$ cat config.mk
export PLATFORM = sky130hd
export DESIGN_NAME = jt900h_intctl_flat
export DESIGN_NICKNAME = d
export VERILOG_FILES = /design/src/rtl/jt900h_intctl_pkg.sv /design/src/rtl/jt900h_intctl_if.sv /design/src/rtl/jt900h_intctl_arb.sv /design/src/rtl/jt900h_intctl.sv /design/src/flat_wrapper.sv
export SDC_FILE = /design/constraint.sdc
export NUM_CORES = 1
export LEC_CHECK = 0
export CORE_MARGIN = 4
export CORE_UTILIZATION = 40
export DETAILED_ROUTE_END_ITERATION = 8
export PLACE_DENSITY = 0.66
export SLEW_MARGIN = 30
export SYNTH_ARGS = -nofsm -noshare
export SYNTH_HDL_FRONTEND = slang
export SYNTH_SLANG_ARGS = --single-unit
$ cat constraint.sdc
create_clock -name clk -period 6.2 [get_ports clk]
set_clock_uncertainty 0.05 [all_clocks]
set_input_delay 0.93 -clock clk [delete_from_list [all_inputs] [get_ports clk]]
set_output_delay 0.93 -clock clk [all_outputs]
set_load 0.02 [all_outputs]
$ cat src/rtl/jt900h_intctl_pkg.sv
// jt900h_intctl_pkg
// Shared definitions for the jt900h interrupt controller: register word
// addresses, source counts, the presentation state type and a helper that
// turns a source index into its vector address.
package jt900h_intctl_pkg;

    localparam logic [1:0] INT_PEND = 2'd0;
    localparam logic [1:0] INT_MASK = 2'd1;
    localparam logic [1:0] INT_LVL  = 2'd2;
    localparam logic [1:0] INT_TMR  = 2'd3;

    localparam int NSRC    = 4;
    localparam int TMR_BIT = 4;
    localparam int NPEND   = NSRC + 1;

    typedef logic [2:0]             lvl_t;
    typedef lvl_t [NPEND-1:0]       lvl_arr_t;

    typedef enum logic {
        ST_IDLE = 1'b0,
        ST_REQ  = 1'b1
    } pres_st_t;

    // Each source owns a 4-byte vector slot above the base.
    function automatic logic [7:0] vec_addr(input logic [7:0] base, input logic [2:0] idx);
        return base + {3'd0, idx, 2'd0};
    endfunction

endpackage

$ cat src/rtl/jt900h_intctl_if.sv
// jt900h_intctl_if
// Bus and CPU-side signals of the interrupt controller.
//   cen              clock enable
//   cs/addr/din/we   register write/select, dout combinational read data
//   src              external interrupt sources (rising-edge sensitive)
//   intrq/irq        presented level and request-valid
//   irq_ack          CPU acknowledge
//   int_addr         vector of the presented source
// master: the CPU/SoC side, slave: the controller.
interface jt900h_intctl_if;
    import jt900h_intctl_pkg::*;

    logic            cen;
    logic            cs;
    logic [1:0]      addr;
    logic [15:0]     din;
    logic [1:0]      we;
    logic [15:0]     dout;
    logic [NSRC-1:0] src;
    logic [2:0]      intrq;
    logic            irq;
    logic            irq_ack;
    logic [7:0]      int_addr;

    modport master (
        output cen, cs, addr, din, we, src, irq_ack,
        input  dout, intrq, irq, int_addr
    );

    modport slave (
        input  cen, cs, addr, din, we, src, irq_ack,
        output dout, intrq, irq, int_addr
    );

endinterface

$ cat src/rtl/jt900h_intctl_arb.sv
// jt900h_intctl_arb
// Combinational priority encoder.
//   i_req  pending & mask, one bit per source
//   i_lvl  3-bit level per source
//   o_hit  some candidate exists
//   o_idx  winning source index
//   o_lvl  winning level
// Highest level wins; ties go to the lowest index; level 0 never wins.
module jt900h_intctl_arb
    import jt900h_intctl_pkg::*;
(
    input  logic [NPEND-1:0] i_req,
    input  lvl_arr_t         i_lvl,
    output logic             o_hit,
    output logic [2:0]       o_idx,
    output lvl_t             o_lvl
);

    logic       w_hit;
    logic [2:0] w_idx;
    lvl_t       w_lvl;

    // Strict '>' keeps the earlier (lower) index on a tie, and starting the
    // best level at 0 drops level-0 sources without a separate test.
    always_comb begin
        w_hit = 1'b0;
        w_idx = 3'd0;
        w_lvl = 3'd0;
        for (int i = 0; i < NPEND; i++) begin
            if (i_req[i] && (i_lvl[i] > w_lvl)) begin
                w_hit = 1'b1;
                w_idx = 3'(i);
                w_lvl = i_lvl[i];
            end
        end
    end

    assign o_hit = w_hit;
    assign o_idx = w_idx;
    assign o_lvl = w_lvl;

endmodule

$ cat src/rtl/jt900h_intctl.sv
// jt900h_intctl
// Memory-mapped interrupt controller in front of the jt900h CPU interrupt
// pins: register file, source edge detect, one-shot countdown timer and the
// presentation/acknowledge logic.
//   clk   clock
//   rst   synchronous active-low reset (acts regardless of cen)
//   bus   jt900h_intctl_if slave modport (register bus, sources, CPU pins)
//
// state   | meaning
// --------+---------------------------------------------------------------
// ST_IDLE | nothing presented; arbitrate every cen cycle
// ST_REQ  | irq=1, cur/intrq/int_addr frozen until irq_ack
module jt900h_intctl
    import jt900h_intctl_pkg::*;
#(
    parameter int         TIMW  = 8,
    parameter logic [7:0] VBASE = 8'h20
) (
    input  logic             clk,
    input  logic             rst,
    jt900h_intctl_if.slave   bus
);

    logic [NPEND-1:0] r_pend;
    logic [NPEND-1:0] r_mask;
    logic [11:0]      r_lvl;
    logic [TIMW-1:0]  r_tcnt;
    lvl_t             r_tlvl;
    logic [NSRC-1:0]  r_src_l;
    logic [2:0]       r_cur;
    lvl_t             r_intrq;
    logic [7:0]       r_int_addr;
    pres_st_t         r_state;

    pres_st_t         w_state_nxt;
    logic             w_load;
    logic             w_hit;
    logic [2:0]       w_idx;
    lvl_t             w_win_lvl;
    lvl_arr_t         w_lvl_arr;
    logic [15:0]      w_dout;

    logic w_wr_pend, w_wr_mask, w_wr_lvl, w_wr_tmr, w_tmr_zero, w_tmr_exp, w_ack;
    logic [NPEND-1:0] w_set, w_clr, w_pend_nxt;

    assign w_wr_pend  = bus.cs && bus.we[0] && (bus.addr == INT_PEND);
    assign w_wr_mask  = bus.cs && bus.we[0] && (bus.addr == INT_MASK);
    assign w_wr_lvl   = bus.cs && (&bus.we) && (bus.addr == INT_LVL);
    assign w_wr_tmr   = bus.cs && bus.we[0] && (bus.addr == INT_TMR);
    assign w_tmr_zero = (bus.din[8 +: TIMW] == '0);
    assign w_ack      = bus.irq_ack && (r_state == ST_REQ);

    // A timer write overrides the running count, so it also suppresses
    // the expiry that would have happened on this edge.
    assign w_tmr_exp  = (r_tcnt == TIMW'(1)) && !w_wr_tmr;

    assign w_set = {w_tmr_exp, bus.src & ~r_src_l};
    assign w_clr = (w_wr_pend ? bus.din[NPEND-1:0] : '0)
                 | (w_ack ? (NPEND'(1) << r_cur) : '0)
                 | ((w_wr_tmr && w_tmr_zero) ? (NPEND'(1) << TMR_BIT) : '0);

    // Set after clear: a new edge always survives a same-cycle clear.
    assign w_pend_nxt = (r_pend & ~w_clr) | w_set;

    assign w_lvl_arr = {r_tlvl, r_lvl[11:9], r_lvl[8:6], r_lvl[5:3], r_lvl[2:0]};

    jt900h_intctl_arb u_arb (
        .i_req (r_pend & r_mask),
        .i_lvl (w_lvl_arr),
        .o_hit (w_hit),
        .o_idx (w_idx),
        .o_lvl (w_win_lvl)
    );

    always_ff @(posedge clk) begin
        if (!rst) begin
            r_pend  <= '0;
            r_mask  <= '0;
            r_lvl   <= '0;
            r_src_l <= '0;
        end else if (bus.cen) begin
            r_src_l <= bus.src;
            r_pend  <= w_pend_nxt;
            if (w_wr_mask) r_mask <= bus.din[NPEND-1:0];
            if (w_wr_lvl)  r_lvl  <= bus.din[11:0];
        end
    end

    always_ff @(posedge clk) begin
        if (!rst) begin
            r_tcnt <= '0;
            r_tlvl <= '0;
        end else if (bus.cen) begin
            if (w_wr_tmr) begin
                r_tcnt <= bus.din[8 +: TIMW];
                r_tlvl <= bus.din[2:0];
            end else if (r_tcnt != '0) begin
                r_tcnt <= r_tcnt - TIMW'(1);
            end
        end
    end

    always_ff @(posedge clk) begin
        if (!rst) r_state <= ST_IDLE;
        else if (bus.cen) r_state <= w_state_nxt;
    end

    always_comb begin
        w_state_nxt = r_state;
        w_load      = 1'b0;
        case (r_state)
            ST_IDLE: begin
                if (w_hit) begin
                    w_state_nxt = ST_REQ;
                    w_load      = 1'b1;
                end
            end
            ST_REQ: begin
                if (bus.irq_ack) w_state_nxt = ST_IDLE;
            end
            default: w_state_nxt = ST_IDLE;
        endcase
    end

    always_ff @(posedge clk) begin
        if (!rst) begin
            r_cur      <= '0;
            r_intrq    <= '0;
            r_int_addr <= '0;
        end else if (bus.cen) begin
            if (w_load) begin
                r_cur      <= w_idx;
                r_intrq    <= w_win_lvl;
                r_int_addr <= vec_addr(VBASE, w_idx);
            end else if (w_ack) begin
                r_intrq    <= '0;
                r_int_addr <= '0;
            end
        end
    end

    always_comb begin
        w_dout = 16'd0;
        if (bus.cs) begin
            case (bus.addr)
                INT_PEND: w_dout = {11'd0, r_pend};
                INT_MASK: w_dout = {11'd0, r_mask};
                INT_LVL:  w_dout = {4'd0, r_lvl};
                INT_TMR:  w_dout = 16'({r_tcnt, 5'd0, r_tlvl});
                default:  w_dout = 16'd0;
            endcase
        end
    end

    assign bus.dout     = w_dout;
    assign bus.irq      = (r_state == ST_REQ);
    assign bus.intrq    = r_intrq;
    assign bus.int_addr = r_int_addr;

endmodule
$ cat src/flat_wrapper.sv
// flat-port wrapper written by rule: the top's interface ports become plain ports
module jt900h_intctl_flat import jt900h_intctl_pkg::*;
#(
    parameter int         TIMW  = 8,
    parameter logic [7:0] VBASE = 8'h20
)
  (clk, rst, bus_cen, bus_cs, bus_addr, bus_din, bus_we, bus_src, bus_irq_ack, bus_dout, bus_intrq, bus_irq, bus_int_addr);
  jt900h_intctl_if bus_i ();
  input  logic clk;
  input  logic rst;
  input wire logic [$bits(bus_i.cen)-1:0] bus_cen;
  input wire logic [$bits(bus_i.cs)-1:0] bus_cs;
  input wire logic [$bits(bus_i.addr)-1:0] bus_addr;
  input wire logic [$bits(bus_i.din)-1:0] bus_din;
  input wire logic [$bits(bus_i.we)-1:0] bus_we;
  input wire logic [$bits(bus_i.src)-1:0] bus_src;
  input wire logic [$bits(bus_i.irq_ack)-1:0] bus_irq_ack;
  output wire logic [$bits(bus_i.dout)-1:0] bus_dout;
  output wire logic [$bits(bus_i.intrq)-1:0] bus_intrq;
  output wire logic [$bits(bus_i.irq)-1:0] bus_irq;
  output wire logic [$bits(bus_i.int_addr)-1:0] bus_int_addr;
  assign bus_i.cen = bus_cen;
  assign bus_i.cs = bus_cs;
  assign bus_i.addr = bus_addr;
  assign bus_i.din = bus_din;
  assign bus_i.we = bus_we;
  assign bus_i.src = bus_src;
  assign bus_i.irq_ack = bus_irq_ack;
  assign bus_dout = bus_i.dout;
  assign bus_intrq = bus_i.intrq;
  assign bus_irq = bus_i.irq;
  assign bus_int_addr = bus_i.int_addr;
  jt900h_intctl #(.TIMW(TIMW), .VBASE(VBASE)) u_core (.clk(clk), .rst(rst), .bus(bus_i));
endmodule
==> metrics.csv, run 1 <==
stage,metric,value,unit
logic_synthesis,async_flop_share,0,%
critical_path,path_max_fanout,8,
sta,min_period_over_period,93.7,%
floorplan,rows,31,
cells_and_area,fillers,729,
clock_network,cts.sinks,48,
run_status,status,"finished, final reports clean",
floorplan,ioPinCount,57,
power,switching_share,33.5,%
clock_network,htreeDepth,2,
logic_synthesis,synth_seq_cells,48,
global_route,grt_start_max_net_pins,48,
cells_and_area,final_core_util,51.7,%
power,p_int,0.000548,W
global_route,first_global_vias,2664,
power,p_sw,0.000277,W
floorplan,coreArea,7370,um2
routing,wl_met3,324,um
logic_synthesis,syn-instance-count,358,
clock_network,cts_tree,built,
global_route,grt_use_total,19.0,%
logic_synthesis,synth_most_common_cell,dfxtp_1,
power,power_density,217,nW/um2
critical_path,start_kind,flop,
critical_path,crit_type,flop to flop,
place,placedCellCount,497,
cells_and_area,final_layout_size_suffix_gt1_share,10.1,%
floorplan,die_y,96.0,um
global_route,grt_overflow,0,
logic_synthesis,syn_area,3100,um2
logic_synthesis,synthTopCellsByCount,"dfxtp_1 (48), nor2b_1 (31), mux2i_1 (28)",
logic_synthesis,synth_top_area_cell,dfxtp_1,
routing,wl_met1,4140,um
power,p_leak,1.35,nW
sta,drv_slew,0,
floorplan,initial_core_util,42.0,%
power,clock_power_share,23.5,%
routing,met2RoutedLength,3660,um
critical_path,worstPathRequired,6.38,ns
clock_network,cts.path.max_buffers,2,
cells_and_area,finalNonFillerCells,504,
logic_synthesis,ys.flop_type,dfxtp_1,
logic_synthesis,synth_seq_area_share,31.0,%
clock_network,cts_buffers,5,
sta,period_needed,5.81,ns
cells_and_area,fin_nets,446,
clock_network,clockRootBuffer,clkbuf_8,
routing,antenna_left,0,
clock_network,insertion_delay,0.30,ns
routing,via_count,2814,
critical_path,end_kind,flop,
global_route,antenna_found_initial,0,
sta,max_freq,172,MHz
clock_network,cts.clk_slew.worst_paths,0.09,ns
routing,remaining_drc_errors,0,
routing,vias_per_cell,5.58,
flow_run,maxCapViolCount,0,
logic_synthesis,yosys_warnings,0,
logic_synthesis,synth_edf_count,0,
logic_synthesis,syn_avg_cell_area,8.65,um2
power,sequentialPowerShare,45.5,%
floorplan,dieArea,9210,um2
routing,dr.pass1.iters,4,
sta,setup_viol,0,
cells_and_area,diodes,0,
sta,hold_viol_final,0,
place,dp_hpwl,6550,um
clock_network,cts_hold_buf,0,
sta,worst_pin_slew,0.818,ns
routing,wl,8370,um
cells_and_area,seq_area,961,um2
power,pwr-share-comb,31.0,%
hold_path,min_path_type,flop to flop,
sta,slew_headroom,45.3,%
critical_path,arrival,5.99,ns
power,peakVddDrop,203,uV
global_route,grt_pass1_wl,13400,um
logic_synthesis,synth_top_area_share,31.0,%
sta,tns,0,ns
logic_synthesis,ys_types,64,
place,gp_congestion,0.894,
routing,wl_per_cell,16.6,um
floorplan,die_w,96.0,um
routing,drt_iter0_markers,193,
cells_and_area,multi_input_area,2020,um2
logic_synthesis,synthTopCellsByArea,"dfxtp_1 (31%), mux2i_1 (9.1%), nor2b_1 (6.3%), ha_1 (4.9%), nand2_1 (3.3%)",
routing,maxUsedRoutingLayer,met4,
place,io_buffer_count,52,
cells_and_area,syn_to_final_growth,23.0,%
-- critical path, stage by stage (launching register included) --
cell       delay (ns)
dfxtp_1          0.43
nand3_1          0.18
ha_1             0.39
nor2_1           0.09
a31oi_2          0.28
nand2_4          0.13
o21ai_0          0.25
ha_1             0.28
nor2_1           0.15
nor2_1           0.06
o21ai_0          0.16
mux2_2           0.26
a21oi_1          0.11
a31oi_1          0.16
ha_1             0.17
nor2b_1          0.05
o21a_1           0.19
o2111ai_2        0.27
mux2_4           0.34
inv_1            0.06
ha_1             0.22
nor2b_1          0.15
o311a_4          0.35
a211oi_2         0.32
a21oi_1          0.11
a31o_2           0.26
nand2b_1         0.14
a21boi_0         0.14
-- logic make-up after synthesis --
family,Yosys count,synth area share [%]
compound gates,91,22.2
fa+ha+maj,12,4.85
buf+inv,35,5.34
flops,48,31.0
mux,34,12.4
other cells,1,0.121
simple gates,137,24.0
-- power groups by stage --
stage / registers [W] / logic, W / clock network [W]
after floorplan: 0.000369 / 0.000190 / 0
after global placement: 0.000380 / 0.000248 / 0
after detailed placement: 0.000382 / 0.000251 / 0
after CTS: 0.000374 / 0.000252 / 0.000201
after global routing: 0.000380 / 0.000291 / 0.000214
final: 0.000375 / 0.000256 / 0.000194
-- cells in the final DEF (no fill, tap or decap), drive strengths merged, types with 3 or more instances in the layout --
cell,count
a211oi,3
a21boi,8
a21oi,14
a31o,3
a31oi,4
a32o,3
a32oi,3
and2,14
and3,5
buf,5
clkbuf,6
clkdlybuf4s50,52
conb,4
dfxtp,48
ha,12
inv,15
mux2,3
mux2i,28
mux4,3
nand2,28
nand3,10
nand3b,3
nor2,26
nor2b,32
nor3,7
nor4,4
o21a,5
o21ai,19
o221a,3
o2bb2ai,3
-- cell type report --
cell class / instances / share of cell area (%)
Timing Repair Buffer: 57 / 14.7
Inverter: 15 / 1.48
Tap cell: 99 / 3.25
Clock inverter: 1 / 0.230
Multi-Input combinational cell: 278 / 53.0
Sequential cell: 48 / 25.2
Clock buffer: 6 / 2.17
-- sequential cells by signal, indices dropped and copies added (netlist names) --
register,count
u_core.bus.int_addr,4
u_core.bus.intrq,3
u_core.r_cur,3
u_core.r_pend,5
u_core.bus.irq,1
u_core.r_tlvl,3
u_core.r_lvl,12
u_core.r_mask,5
u_core.r_src_l,4
u_core.r_tcnt,8
-- worst paths after layout --
path                                               to  slack, ns  depth (start not counted)                           startpoint
setup / recovery         u_core.r_cur[2]$_SDFFE_PN0P_       0.39                         27        u_core.r_pend[0]$_SDFFE_PN0P_
hold / removal    u_core.bus.int_addr[4]$_SDFFE_PN0P_       0.42                          1  u_core.bus.int_addr[4]$_SDFFE_PN0P_
setup reg to reg         u_core.r_cur[2]$_SDFFE_PN0P_       0.39                         27        u_core.r_pend[0]$_SDFFE_PN0P_
hold reg to reg   u_core.bus.int_addr[4]$_SDFFE_PN0P_       0.42                          1  u_core.bus.int_addr[4]$_SDFFE_PN0P_
-- layer usage --
metal	vias to the layer above	track usage (%)
met1	1326	26.9
met3	18	2.89
met5	-	0
met2	73	28.2
met4	0	8.65
li1	1397	-
-- metrics by stage --
step / power [W] / cell area (um2) / hold WS (ns) / setup slack (ns)
2_1_floorplan: 0.000559 / 3110 / 0.412 / 0.709
5_1_grt: 0.000885 / 3810 / 0.444 / -0.0136
4_1_cts: 0.000827 / 3770 / 0.424 / 0.174
3_3_place_gp: 0.000629 / 3680 / 0.388 / 0.388
6_report: 0.000825 / 3810 / 0.422 / 0.391
3_5_place_dp: 0.000632 / 3680 / 0.404 / 0.215
-- timing repair --
item | in CTS | in global routing
setup endpoints to repair | 0 | 11
resized for setup | 0 | 4
endpoints found under the hold margin | 0 | 0
setup buffers | 0 | 0
(Power assumes the default switching activity.)
==> run 2: changes to the inputs <==
- GPL_TIMING_DRIVEN: default -> 0
- SKIP_LAST_GASP: default -> 1
==> metrics.csv, run 2 (synthesis gave the netlist of run 1 again) <==
stage,metric,value,unit,change
cells_and_area,top_register,u_core.r_lvl,,unchanged
clock_network,insertion_delay,0.30,ns,about the same
routing,drt_iter0_markers,160,,was 193
cells_and_area,final_layout_size_suffix_gt1_share,10.7,%,was 10.1%
floorplan,ioPinCount,57,,unchanged
power,switching_share,34.9,%,was 33.5%
floorplan,dieArea,9210,um2,unchanged
global_route,grt_start_max_net_pins,16,,was 48
cells_and_area,largest_register_ff_count,12,,unchanged
power,peakVddDrop,159,uV,was 203 uV
place,io_buffer_count,51,,was 52
routing,antenna_left,0,,unchanged
cells_and_area,fillers,724,,was 729
critical_path,crit_type,flop to flop,,unchanged
clock_network,htreeDepth,2,,unchanged
power,power_density,213,nW/um2,was 217 nW/um2
critical_path,path_max_fanout,8,,unchanged
cells_and_area,design_area,3910,um2,was 3810 um2
run_status,status,"finished, final reports clean",,unchanged
global_route,first_global_vias,2783,,was 2664
clock_network,cts.clk_slew.worst_paths,0.09,ns,about the same
clock_network,cts.path.max_buffers,2,,unchanged
floorplan,die_y,96.0,um,unchanged
sta,whs,0.415,ns,was 0.422 ns
critical_path,arrival,6.00,ns,was 5.99 ns
power,p_leak,1.37,nW,was 1.35 nW
floorplan,rows,31,,unchanged
routing,wl_per_cell,17.0,um,was 16.6 um
hold_path,min_path_type,flop to flop,,unchanged
routing,dr.pass1.iters,5,,was 4
sta,worst_slack,0.340,ns,was 0.391 ns
critical_path,worstPathRequired,6.34,ns,was 6.38 ns
cells_and_area,fin_nets,460,,was 446
cells_and_area,diodes,0,,unchanged
cells_and_area,syn_to_final_growth,26.3,%,was 23.0%
place,place_ws,-0.217,ns,was 0.215 ns
cells_and_area,reg_top3,"u_core.r_lvl x12, u_core.r_tcnt x8",,unchanged
power,clock_power_share,22.8,%,was 23.5%
power,p_int,0.000543,W,was 0.000548 W
floorplan,initial_core_util,42.0,%,unchanged
clock_network,cts.sinks,48,,unchanged
place,postPlaceCellArea,3740,um2,was 3680 um2
flow_run,maxCapViolCount,0,,unchanged
clock_network,cts_tree,built,,unchanged
sta,slew_headroom,51.5,%,was 45.3%
sta,drv_slew,0,,unchanged
clock_network,cts_buffers,5,,unchanged
global_route,grt_overflow,0,,unchanged
clock_network,clockRootBuffer,clkbuf_8,,unchanged
power,p_sw,0.000291,W,was 0.000277 W
routing,vias_per_cell,5.66,,was 5.58
global_route,grt_use_total,19.7,%,was 19.0%
sta,max_freq,171,MHz,was 172 MHz
floorplan,die_w,96.0,um,unchanged
sta,worst_pin_slew,0.728,ns,was 0.818 ns
cells_and_area,layout_commonest_cell,clkdlybuf4s50_1,,unchanged
sta,setup_viol,0,,unchanged
critical_path,end_kind,flop,,unchanged
place,gp_congestion,0.881,,was 0.894
routing,wl,8850,um,was 8370 um
global_route,grt_pass1_wl,14000,um,was 13400 um
critical_path,start_kind,flop,,unchanged
global_route,antenna_found_initial,0,,unchanged
sta,rsz0062_at_grt,no,,
cells_and_area,final_cell_mix,"clkdlybuf4s50_1 (51), dfxtp_1 (48), nor2b_1 (31)",,"was clkdlybuf4s50_1 (52), dfxtp_1 (48), nor2b_1 (31)"
place,dp_hpwl,6830,um,was 6550 um
power,sequentialPowerShare,45.4,%,was 45.5%
sta,tns,0,ns,unchanged
routing,via_count,2935,,was 2814
power,pwr-share-comb,31.8,%,was 31.0%
floorplan,coreArea,7370,um2,unchanged
sta,min_period_over_period,94.5,%,was 93.7%
sta,hold_viol_final,0,,unchanged
routing,remaining_drc_errors,0,,unchanged
sta,period_needed,5.86,ns,was 5.81 ns
==> run 2: path summary, 6_finish.rpt <==
check                                                          from  cells after the start  slack, ns                                  end
worst max-delay path                  u_core.r_mask[0]$_SDFFE_PN0P_                     26       0.34     u_core.bus.intrq[1]$_SDFFE_PN0P_
worst min-delay path            u_core.bus.int_addr[4]$_SDFFE_PN0P_                      1       0.41  u_core.bus.int_addr[4]$_SDFFE_PN0P_
worst max register to register        u_core.r_mask[0]$_SDFFE_PN0P_                     26       0.34     u_core.bus.intrq[1]$_SDFFE_PN0P_
worst min register to register  u_core.bus.int_addr[4]$_SDFFE_PN0P_                      1       0.41  u_core.bus.int_addr[4]$_SDFFE_PN0P_
==> run 2: area by class of cell <==
| cell class | count | area (um2) | share of cell area [%] |
|---|---|---|---|
| Multi-Input combinational cell | 278 | 2060 | 52.7 |
| Inverter | 15 | 56.3 | 1.44 |
| Sequential cell | 48 | 961 | 24.6 |
| Timing Repair Buffer | 51 | 510 | 13.1 |
| Buffer | 20 | 109 | 2.78 |
| Clock inverter | 2 | 16.3 | 0.416 |
| Clock buffer | 6 | 72.6 | 1.86 |
| Tap cell | 99 | 124 | 3.17 |
==> run 2: repair_timing <==
action / in CTS / in global routing
pin swaps: 0 / 0
endpoints found under the setup margin: 10 / 11
gates resized for setup: 2 / 9
endpoints found under the hold margin: 0 / 0
buffers inserted: 0 / 0
hold buffers: 0 / 0
==> run 2: power by group through the flow <==
stage	clock network [W]	logic [W]	registers, W
3_3_place_gp	0	0.000254	0.000384
2_1_floorplan	0	0.000190	0.000369
5_1_grt	0.000209	0.000297	0.000384
6_report	0.000190	0.000265	0.000379
4_1_cts	0.000195	0.000262	0.000376
3_5_place_dp	0	0.000260	0.000384
==> run 2: worst max-delay path: stages, from the launching register on <==
cell       delay [ns]
dfxtp_1          0.44
nand3_1          0.19
ha_2             0.35
nor2b_4          0.14
o311a_2          0.40
nand2_4          0.14
o21ai_2          0.08
ha_1             0.28
nor2_1           0.16
o21ai_0          0.11
o2111ai_1        0.09
mux2_2           0.27
a21oi_1          0.11
a31oi_1          0.17
ha_1             0.17
nor2b_1          0.05
o21a_1           0.20
o2111a_1         0.29
a31o_2           0.23
o22ai_1          0.25
ha_1             0.30
nand3_1          0.10
o311a_4          0.25
a211oi_4         0.07
and4_2           0.25
a22o_2           0.25
a221o_1          0.36
==> run 2: per-layer routing <==
| metal | vias to the layer above | part of all wire [%] | track usage [%] |
|---|---|---|---|
| li1 | 1426 | - | - |
| met1 | 1395 | 47 | 26.8 |
| met2 | 100 | 45 | 31.5 |
| met3 | 14 | 5.5 | 2.42 |
| met4 | 0 | 2.6 | 7.70 |
| met5 | - | 0 | 0 |
==> run 2: metrics by stage <==
stage,power (W),utilization [%],cells
finish,0.000834,53.1,519
global route,0.000889,53.1,519
floorplan,0.000559,-,361
global placement,0.000638,50.8,511
detailed placement,0.000643,50.8,511
CTS,0.000833,52.1,519
==> run 3: changes to the inputs <==
- GPL_TIMING_DRIVEN: 0 -> default
==> results of run 3 <==
Final layout, timing and power as in run 1 (identical DEF).
